--- config.mk ---
export PLATFORM = sky130hd
export DESIGN_NAME = bus_arbiter
export DESIGN_NICKNAME = d
export VERILOG_FILES = /design/src/rtl/bus_arb_pkg.sv /design/src/rtl/rr_arbiter.sv /design/src/rtl/bus_arbiter.sv
export SDC_FILE = /design/constraint.sdc
export NUM_CORES = 1
export LEC_CHECK = 0
export CORE_AREA = 4 4 106 108
export DETAILED_ROUTE_END_ITERATION = 7
export DIE_AREA = 0 0 110 112
export DONT_BUFFER_PORTS = 1
export GPL_TIMING_DRIVEN = 1
export HOLD_SLACK_MARGIN = 0.1
export MAX_ROUTING_LAYER = met4
export PLACE_DENSITY = 0.6
export SLEW_MARGIN = 15
export SYNTH_ARGS = -nofsm -noshare
export SYNTH_HDL_FRONTEND = slang
export SYNTH_SLANG_ARGS = --single-unit
export TNS_END_PERCENT = 30
--- constraint.sdc ---
create_clock -name i_clk -period 3.75 [get_ports i_clk]
set_clock_uncertainty 0.15 [all_clocks]
set_input_delay 0.5625 -clock i_clk [delete_from_list [all_inputs] [get_ports i_clk]]
set_output_delay 0.5625 -clock i_clk [all_outputs]
set_load 0.01 [all_outputs]
--- src/rtl/bus_arb_pkg.sv ---
// bus_arb_pkg: shared state encoding and width helpers for the bus arbiter.
package bus_arb_pkg;
  typedef enum logic {IDLE, BUSY} state_e;
  function automatic int be_width(input int xlen);
    return xlen / 8;
  endfunction
  function automatic int idx_width(input int n);
    return n > 2 ? $clog2(n) : 1;
  endfunction
endpackage

--- src/rtl/rr_arbiter.sv ---
// rr_arbiter: combinational requester selection, fixed priority or round-robin from a pointer.
module rr_arbiter #(
  parameter int N  = 2,
  parameter int IW = 1
) (
  input  logic [N-1:0]  req_i,
  input  logic [IW-1:0] ptr_i,
  input  logic          rr_i,
  output logic [N-1:0]  gnt_o,
  output logic [IW-1:0] idx_o
);
  logic [N-1:0] hi;
  // Requests at or above the pointer win; otherwise wrap to the lowest request overall.
  always_comb begin
    hi = '0;
    idx_o = '0;
    for (int i = 0; i < N; i++) hi[i] = req_i[i] && (!rr_i || i >= int'(ptr_i));
    for (int i = N - 1; i >= 0; i--) if (hi[i] || (~|hi && req_i[i])) idx_o = IW'(i);
  end
  assign gnt_o = |req_i ? N'(1) << idx_o : '0;
endmodule

--- src/rtl/bus_arbiter.sv ---
// bus_arbiter: arbitrates NUM_MASTERS requesters onto one registered bus master port,
// routing ack/read data back to the granted requester with optional timeout abort.
module bus_arbiter import bus_arb_pkg::*; #(
  parameter int XLEN         = 32,
  parameter int NUM_MASTERS  = 2,
  parameter int RR_ARB       = 1,
  parameter int TIMEOUT      = 0,
  parameter int ALIGN_WRITES = 1
) (
  input  logic                                  i_clk,
  input  logic                                  i_rst,
  input  logic [NUM_MASTERS-1:0]                i_req,
  input  logic [NUM_MASTERS-1:0]                i_wr_en,
  input  logic [NUM_MASTERS*XLEN-1:0]           i_addr,
  input  logic [NUM_MASTERS*XLEN-1:0]           i_wr_data,
  input  logic [NUM_MASTERS*be_width(XLEN)-1:0] i_byte_en,
  output logic [NUM_MASTERS-1:0]                o_ready,
  output logic [NUM_MASTERS-1:0]                o_err,
  output logic [XLEN-1:0]                       o_rd_data,
  output logic                                  o_bus_en,
  output logic                                  o_bus_wr_en,
  output logic [XLEN-1:0]                       o_bus_addr,
  output logic [XLEN-1:0]                       o_bus_wr_data,
  output logic [be_width(XLEN)-1:0]             o_bus_byte_en,
  input  logic [XLEN-1:0]                       i_bus_rd_data,
  input  logic                                  i_bus_ack
);
  localparam int BW = be_width(XLEN);
  localparam int IW = idx_width(NUM_MASTERS);
  localparam int CW = idx_width(TIMEOUT + 1);
  state_e state_q, state_d;
  logic [IW-1:0] grant_q, grant_d, ptr_q, ptr_d, sel_idx;
  logic [NUM_MASTERS-1:0] grant_oh_q, grant_oh_d, sel_oh;
  logic [CW-1:0] cnt_q, cnt_d;
  logic bus_en_d, bus_wr_d;
  logic [XLEN-1:0] addr_d, wdata_d, sel_addr;
  logic [BW-1:0] be_d;
  logic ack, tmo, done, live;

  rr_arbiter #(.N(NUM_MASTERS), .IW(IW)) u_arb (
    .req_i(i_req),
    .ptr_i(ptr_q),
    .rr_i (RR_ARB != 0),
    .gnt_o(sel_oh),
    .idx_o(sel_idx)
  );

  // The counter holds the number of BUSY cycles elapsed, so it reads 1 in the first one.
  assign ack      = state_q == BUSY && i_bus_ack;
  assign tmo      = TIMEOUT > 0 && state_q == BUSY && cnt_q == CW'(TIMEOUT);
  assign done     = ack || tmo;
  assign live     = |(i_req & grant_oh_q);
  assign o_ready  = done && live ? grant_oh_q : '0;
  assign o_err    = tmo && !ack && live ? grant_oh_q : '0;
  assign o_rd_data = ack && live ? i_bus_rd_data : '0;
  assign sel_addr = i_addr[sel_idx*XLEN +: XLEN];

  always_comb begin
    state_d = state_q;
    grant_d = grant_q;
    grant_oh_d = grant_oh_q;
    ptr_d = ptr_q;
    cnt_d = cnt_q + CW'(state_q == BUSY);
    bus_en_d = o_bus_en;
    bus_wr_d = o_bus_wr_en;
    addr_d = o_bus_addr;
    wdata_d = o_bus_wr_data;
    be_d = o_bus_byte_en;
    if (state_q == IDLE && |i_req) begin
      state_d = BUSY;
      grant_d = sel_idx;
      grant_oh_d = sel_oh;
      cnt_d = CW'(1);
      bus_en_d = 1'b1;
      bus_wr_d = i_wr_en[sel_idx];
      addr_d = ALIGN_WRITES != 0 && i_wr_en[sel_idx] ? {sel_addr[XLEN-1:2], 2'b00} : sel_addr;
      wdata_d = i_wr_data[sel_idx*XLEN +: XLEN];
      be_d = i_byte_en[sel_idx*BW +: BW];
    end else if (done) begin
      state_d = IDLE;
      grant_oh_d = '0;
      cnt_d = '0;
      ptr_d = grant_q == IW'(NUM_MASTERS - 1) ? '0 : grant_q + 1'b1;
      bus_en_d = 1'b0;
      bus_wr_d = 1'b0;
      addr_d = '0;
      wdata_d = '0;
      be_d = '0;
    end
  end

  always_ff @(posedge i_clk or posedge i_rst) begin
    if (i_rst) begin
      state_q <= IDLE;
      grant_q <= '0;
      grant_oh_q <= '0;
      ptr_q <= '0;
      cnt_q <= '0;
      o_bus_en <= 1'b0;
      o_bus_wr_en <= 1'b0;
      o_bus_addr <= '0;
      o_bus_wr_data <= '0;
      o_bus_byte_en <= '0;
    end else begin
      state_q <= state_d;
      grant_q <= grant_d;
      grant_oh_q <= grant_oh_d;
      ptr_q <= ptr_d;
      cnt_q <= cnt_d;
      o_bus_en <= bus_en_d;
      o_bus_wr_en <= bus_wr_d;
      o_bus_addr <= addr_d;
      o_bus_wr_data <= wdata_d;
      o_bus_byte_en <= be_d;
    end
  end
endmodule

Word-level counts from Yosys, hierarchy flattened
Index checks and enable logic that the tools add are counted.
{ "totals": {"word_cells": 51, "ff_bits": 74} }
{ "op_classes": {"bitwise_logic": 3, "magnitude_cmp": 2, "shift": 4, "n_reduce_logical": 14, "addsub": 1, "n_mux": 19} }
{ "ops": {"columns": ["cell", "n"], "rows": [
  ["32-bit 2-to-1 mux", 4],
  ["64-bit by 7-bit variable part select with 32-bit output", 2],
  ["2-bit 2-to-1 mux", 5],
  ["1-bit 2-to-1 mux", 8],
  ["4-bit 2-to-1 mux", 2],
  ["8-bit by 4-bit variable part select with 4-bit output", 1],
  ["1-bit logical AND", 6],
  ["2-bit OR reduction", 3],
  ["2-bit AND", 1],
  ["1-bit logical OR", 2],
  ["1-bit by 2-bit less-than comparator with 1-bit output (second input constant)", 1],
  ["1-bit NOT", 2],
  ["2-bit AND reduction", 1],
  ["2-bit nonzero test", 1],
  ["1-bit by 1-bit << shifter with 2-bit output (first input constant)", 1],
  ["1-bit adder (second input constant)", 1],
  ["1-bit >= comparator (first input constant)", 1],
  ["1-bit logical NOT", 1]
]} }

Longest topological paths before layout
{ "depth": {"depth_word": 12, "mapped_depth": 6, "mapped_depth_nobuf": 4} }

Modules after synthesis
Synthesis repeated with hierarchy kept, for this count alone.
{ "unflattened": {"hier_cells": 296, "hier_area_um2": 3721.1} }
{ "by_module_without_submodules": {"columns": ["module", "area_per_inst_um2", "n_inst", "cells_each"], "rows": [
  ["bus_arbiter", 3692.3, 1, 291],
  ["rr_arbiter", 28.8, 1, 5]
]} }

Worst setup path before layout
Ideal clock, no wire load.
{ "synth_timing": {"kind": "reg-to-output", "start": "reg state_q", "end": "out o_rd_data[10]", "n_path_buf": 2, "t_arrival_ns": 1.341, "stages_incl_launch_ff": 6, "path_slack_ns": 1.696, "cell_sequence": "dfrtp_1 > buf_2 > nand2_1 > nor2_1 > clkbuf_1 > and2_1"} }
{ "synth_via": {"elab_chain_cells": 3} }
{ "synth_lines": {"columns": ["item", "line_no", "text"], "rows": [
  ["start, declared", "bus_arbiter.sv:31", "state_e state_q, state_d;"],
  ["start signal, assigned", "bus_arbiter.sv:105", "state_q <= state_d;"],
  ["1-bit logical AND", "bus_arbiter.sv:49", "assign ack = state_q == BUSY && i_bus_ack;"],
  ["1-bit logical AND", "bus_arbiter.sv:55", "assign o_rd_data = ack && live ? i_bus_rd_data : '0;"],
  ["32-bit 2-to-1 mux", "bus_arbiter.sv:55", null],
  ["end, declared", "bus_arbiter.sv:19", "output logic [XLEN-1:0] o_rd_data,"]
]} }
No other way between the ends.

Worst setup path after layout
{ "layout_timing": {"start": "reg state_q", "end": "out o_ready[1]"} }
{ "layout_via": {"elab_chain_cells": 3} }
{ "layout_lines": {"columns": ["item", "line_no", "text"], "rows": [
  ["1-bit logical AND", "bus_arbiter.sv:49", null],
  ["1-bit logical AND", "bus_arbiter.sv:53", "assign o_ready = done && live ? grant_oh_q : '0;"],
  ["2-bit 2-to-1 mux", "bus_arbiter.sv:53", null],
  ["end, declared", "bus_arbiter.sv:17", "output logic [NUM_MASTERS-1:0] o_ready,"]
]} }
No other way between the ends.

==> impl_metrics.py <==
metrics = {
    "outcome": {
        "status": "complete, no violations",
    },
    "sta": {
        "relSlewSlack": 0.398,
        "post-route-period-util": 0.771,
        "clock.fmax_mhz": 346,
        "tns_ps": 0,
        "finalMaxSlewViolations": 0,
        "fin_crit_ps": 2890,
        "worst_slew_pin_slew_ps": 902,
        "setup_violations": 0,
        "rsz0062_at_grt": "no",
        "finalHoldViolCount": 0,
    },
    "setup_path": {
        "path_cells": "nand2_1 > nor2_1 > buf_4 > and2_1",
        "path_buf_inv": 1,
        "critPathMaxFanout": 24,
        "cp_slowest_cell": "dfrtp_1",
        "slowest_delay_ps": 720,
        "path_class": "flip-flop to output port",
        "worstSetupEndpointType": "output port",
        "required_ps": 3040,
        "cp-start-kind": "flip-flop",
        "cp.arrival_ps": 2180,
        "cp_top_family": "simple AND/OR/NAND/NOR gates",
    },
    "global_route": {
        "grt_pass1_vias": 2625,
        "antenna_found_initial": 0,
        "grt_max_degree": 71,
        "grt_use_total": 0.151,
        "grt.overflow.total": 0,
        "grt_pass1_wl_um": 13900,
    },
    "drt": {
        "ant_nets": 0,
        "viasPerCell": 5.78,
        "num_vias": 2501,
        "post_drt_wl_per_cell_um": 22.3,
        "drtPass1Iterations": 4,
        "wl_um": 9660,
        "post-route-drc-count": 0,
        "drt_iter0_drc": 111,
    },
    "floorplan": {
        "die_y_um": 112,
        "io_pins": 281,
        "std_cell_rows": 37,
        "die_x_um": 110,
        "die_area_um2": 12300,
        "core_area_um2": 10200,
        "initial_utilization": 0.339,
    },
    "final_layout": {
        "area_growth_pct": 9.73,
        "nets": 468,
        "fin_area_um2": 3810,
        "layout-drive-gt1-share": 0.0909,
        "diodes": 0,
        "n_fill_cell": 967,
    },
    "cts": {
        "cts.repair.resized": 0,
        "clockRootBuffer": "clkbuf_8",
        "cts_setup_buffers": 0,
        "clock_sinks": 74,
        "htree_levels": 3,
        "cts_tree": "yes",
        "clock_latency_ps": 330,
        "cts_buffer_depth": 2,
        "cts_made_buffers": 9,
        "cts_hold_buffers": 0,
        "cts.clk_slew.worst_paths_ps": 80,
    },
    "power": {
        "ir_worst_vdd_mv": 0.201,
        "p_leak_uw": 0.00174,
        "p_per_area_nw_per_um2": 545,
        "power.total_uw": 2080,
    },
    "logic_synthesis": {
        "synth.area.top_cells": "dfrtp_1 (53%), a221o_1 (19%), and2_1 (18%), clkbuf_1 (1.7%), buf_6 (1.3%)",
        "avgSynthCellArea_um2": 11.5,
        "yosysTopAreaCellShare": 0.533,
        "ys_ff_latch": 74,
        "synth_cells": 301,
        "yosysUniqueCellTypes": 23,
        "seq_area_frac_synth": 0.533,
        "synth_top_cell_by_area": "dfrtp_1",
        "yosysWarnings": 0,
        "synth_area_um2": 3470,
    },
    "placement": {
        "place_congestion": 0.841,
        "numPortBuffers": 0,
        "place_area_um2": 3580,
    },
    "job": {
        "max-cap-violations": 0,
    },
    "min_path": {
        "hold_class": "input port to asynchronous set/reset pin",
    },
}
power breakdown:
| part | total (uW) | internal [uW] | switching, uW |
|---|---|---|---|
| logic | 288 | 140 | 148 |
| clock network | 719 | 439 | 280 |
| registers | 1070 | 921 | 151 |
| total | 2080 | 1500 | 579 |
through the flow:
step	hold slack (ps)	instances	utilization	setup slack, ps
after floorplan	281	302	-	1160
after global placement	321	418	0.350	1320
after detailed placement	311	418	0.350	1190
after CTS	139	433	0.373	796
after global routing	180	433	0.373	557
final	123	433	0.373	859
cell usage in the layout, fill, tap and decap left out, types with 3 or more instances in the layout:
master,instances
bufinv_16,3
and2_1,101
clkbuf_8,9
dfrtp_1,74
o21ai_0,6
a221o_1,66
nand2_1,7
buf_4,7
sequential cells by signal, indices dropped and copies added (netlist names):
register       flops
o_bus_addr        32
grant_q            1
o_bus_wr_en        1
o_bus_wr_data     32
o_bus_byte_en      4
state_q            1
ptr_q              1
grant_oh_q         2
synth_stat cells:
| cell type | instances |
|---|---|
| mux2i_1 | 1 |
| a22oi_1 | 1 |
| and3_1 | 1 |
| nand2b_1 | 2 |
| o32a_1 | 1 |
| o21ai_0 | 6 |
| a221o_1 | 66 |
| buf_6 | 4 |
| clkbuf_1 | 16 |
| dfrtp_1 | 74 |
| nor2_1 | 4 |
| a31oi_1 | 1 |
| conb_1 | 1 |
| or2_2 | 1 |
| nand2_1 | 7 |
| buf_2 | 5 |
| inv_1 | 2 |
| o31ai_2 | 1 |
| a21o_1 | 2 |
| buf_4 | 2 |
| and2_1 | 101 |
| o31a_1 | 1 |
| nand2_2 | 1 |
path summary, 6_finish.rpt:
check | startpoint | endpoint | slack, ps | depth (start not counted)
worst max-delay path | state_q$_DFFE_PP0P_ | o_ready[1] | 860 | 4
worst min-delay path | i_rst | o_bus_wr_data[26]$_DFFE_PP0P_ | 120 | 1
worst max register to register | state_q$_DFFE_PP0P_ | o_bus_wr_data[25]$_DFFE_PP0P_ | 1560 | 3
worst min register to register | grant_q$_DFFE_PP0P_ | ptr_q$_DFFE_PP0P_ | 310 | 1
max in group asynchronous | i_rst | o_bus_wr_data[14]$_DFFE_PP0P_ | 2510 | 2
min in group i_clk | i_wr_data[3] | o_bus_wr_data[3]$_DFFE_PP0P_ | 210 | 1
layer usage:
metal	vias to the layer above	global-route usage	part of all wire
li1	1085	-	-
met1	1248	0.176	0.39
met2	157	0.247	0.51
met3	11	0.0417	0.091
met4	0	0.0515	0.012
met5	-	-	0
kinds of logic (layout without fill, tap and decap cells):
logic type / count (synthesis) / count (layout) / synth area share
other: 1 / 2 / 0.00108
DFF: 74 / 74 / 0.533
AOI/OAI and AO/OA: 79 / 79 / 0.216
buffers and inverters: 29 / 24 / 0.0439
and+or+nand+nor: 117 / 117 / 0.203
muxes: 1 / 1 / 0.00288
area by class of cell:
class,instances,area (um^2),share of cell area
flip-flops and latches,74,1850,0.486
multi-input cells,199,1500,0.393
well taps,136,170,0.0446
clock buffers,10,128,0.0335
clock inverters,5,104,0.0272
repair buffers,7,52.6,0.0138
inverters,2,8.76,0.00230
Note: power is estimated with default switching activity, not from simulation.
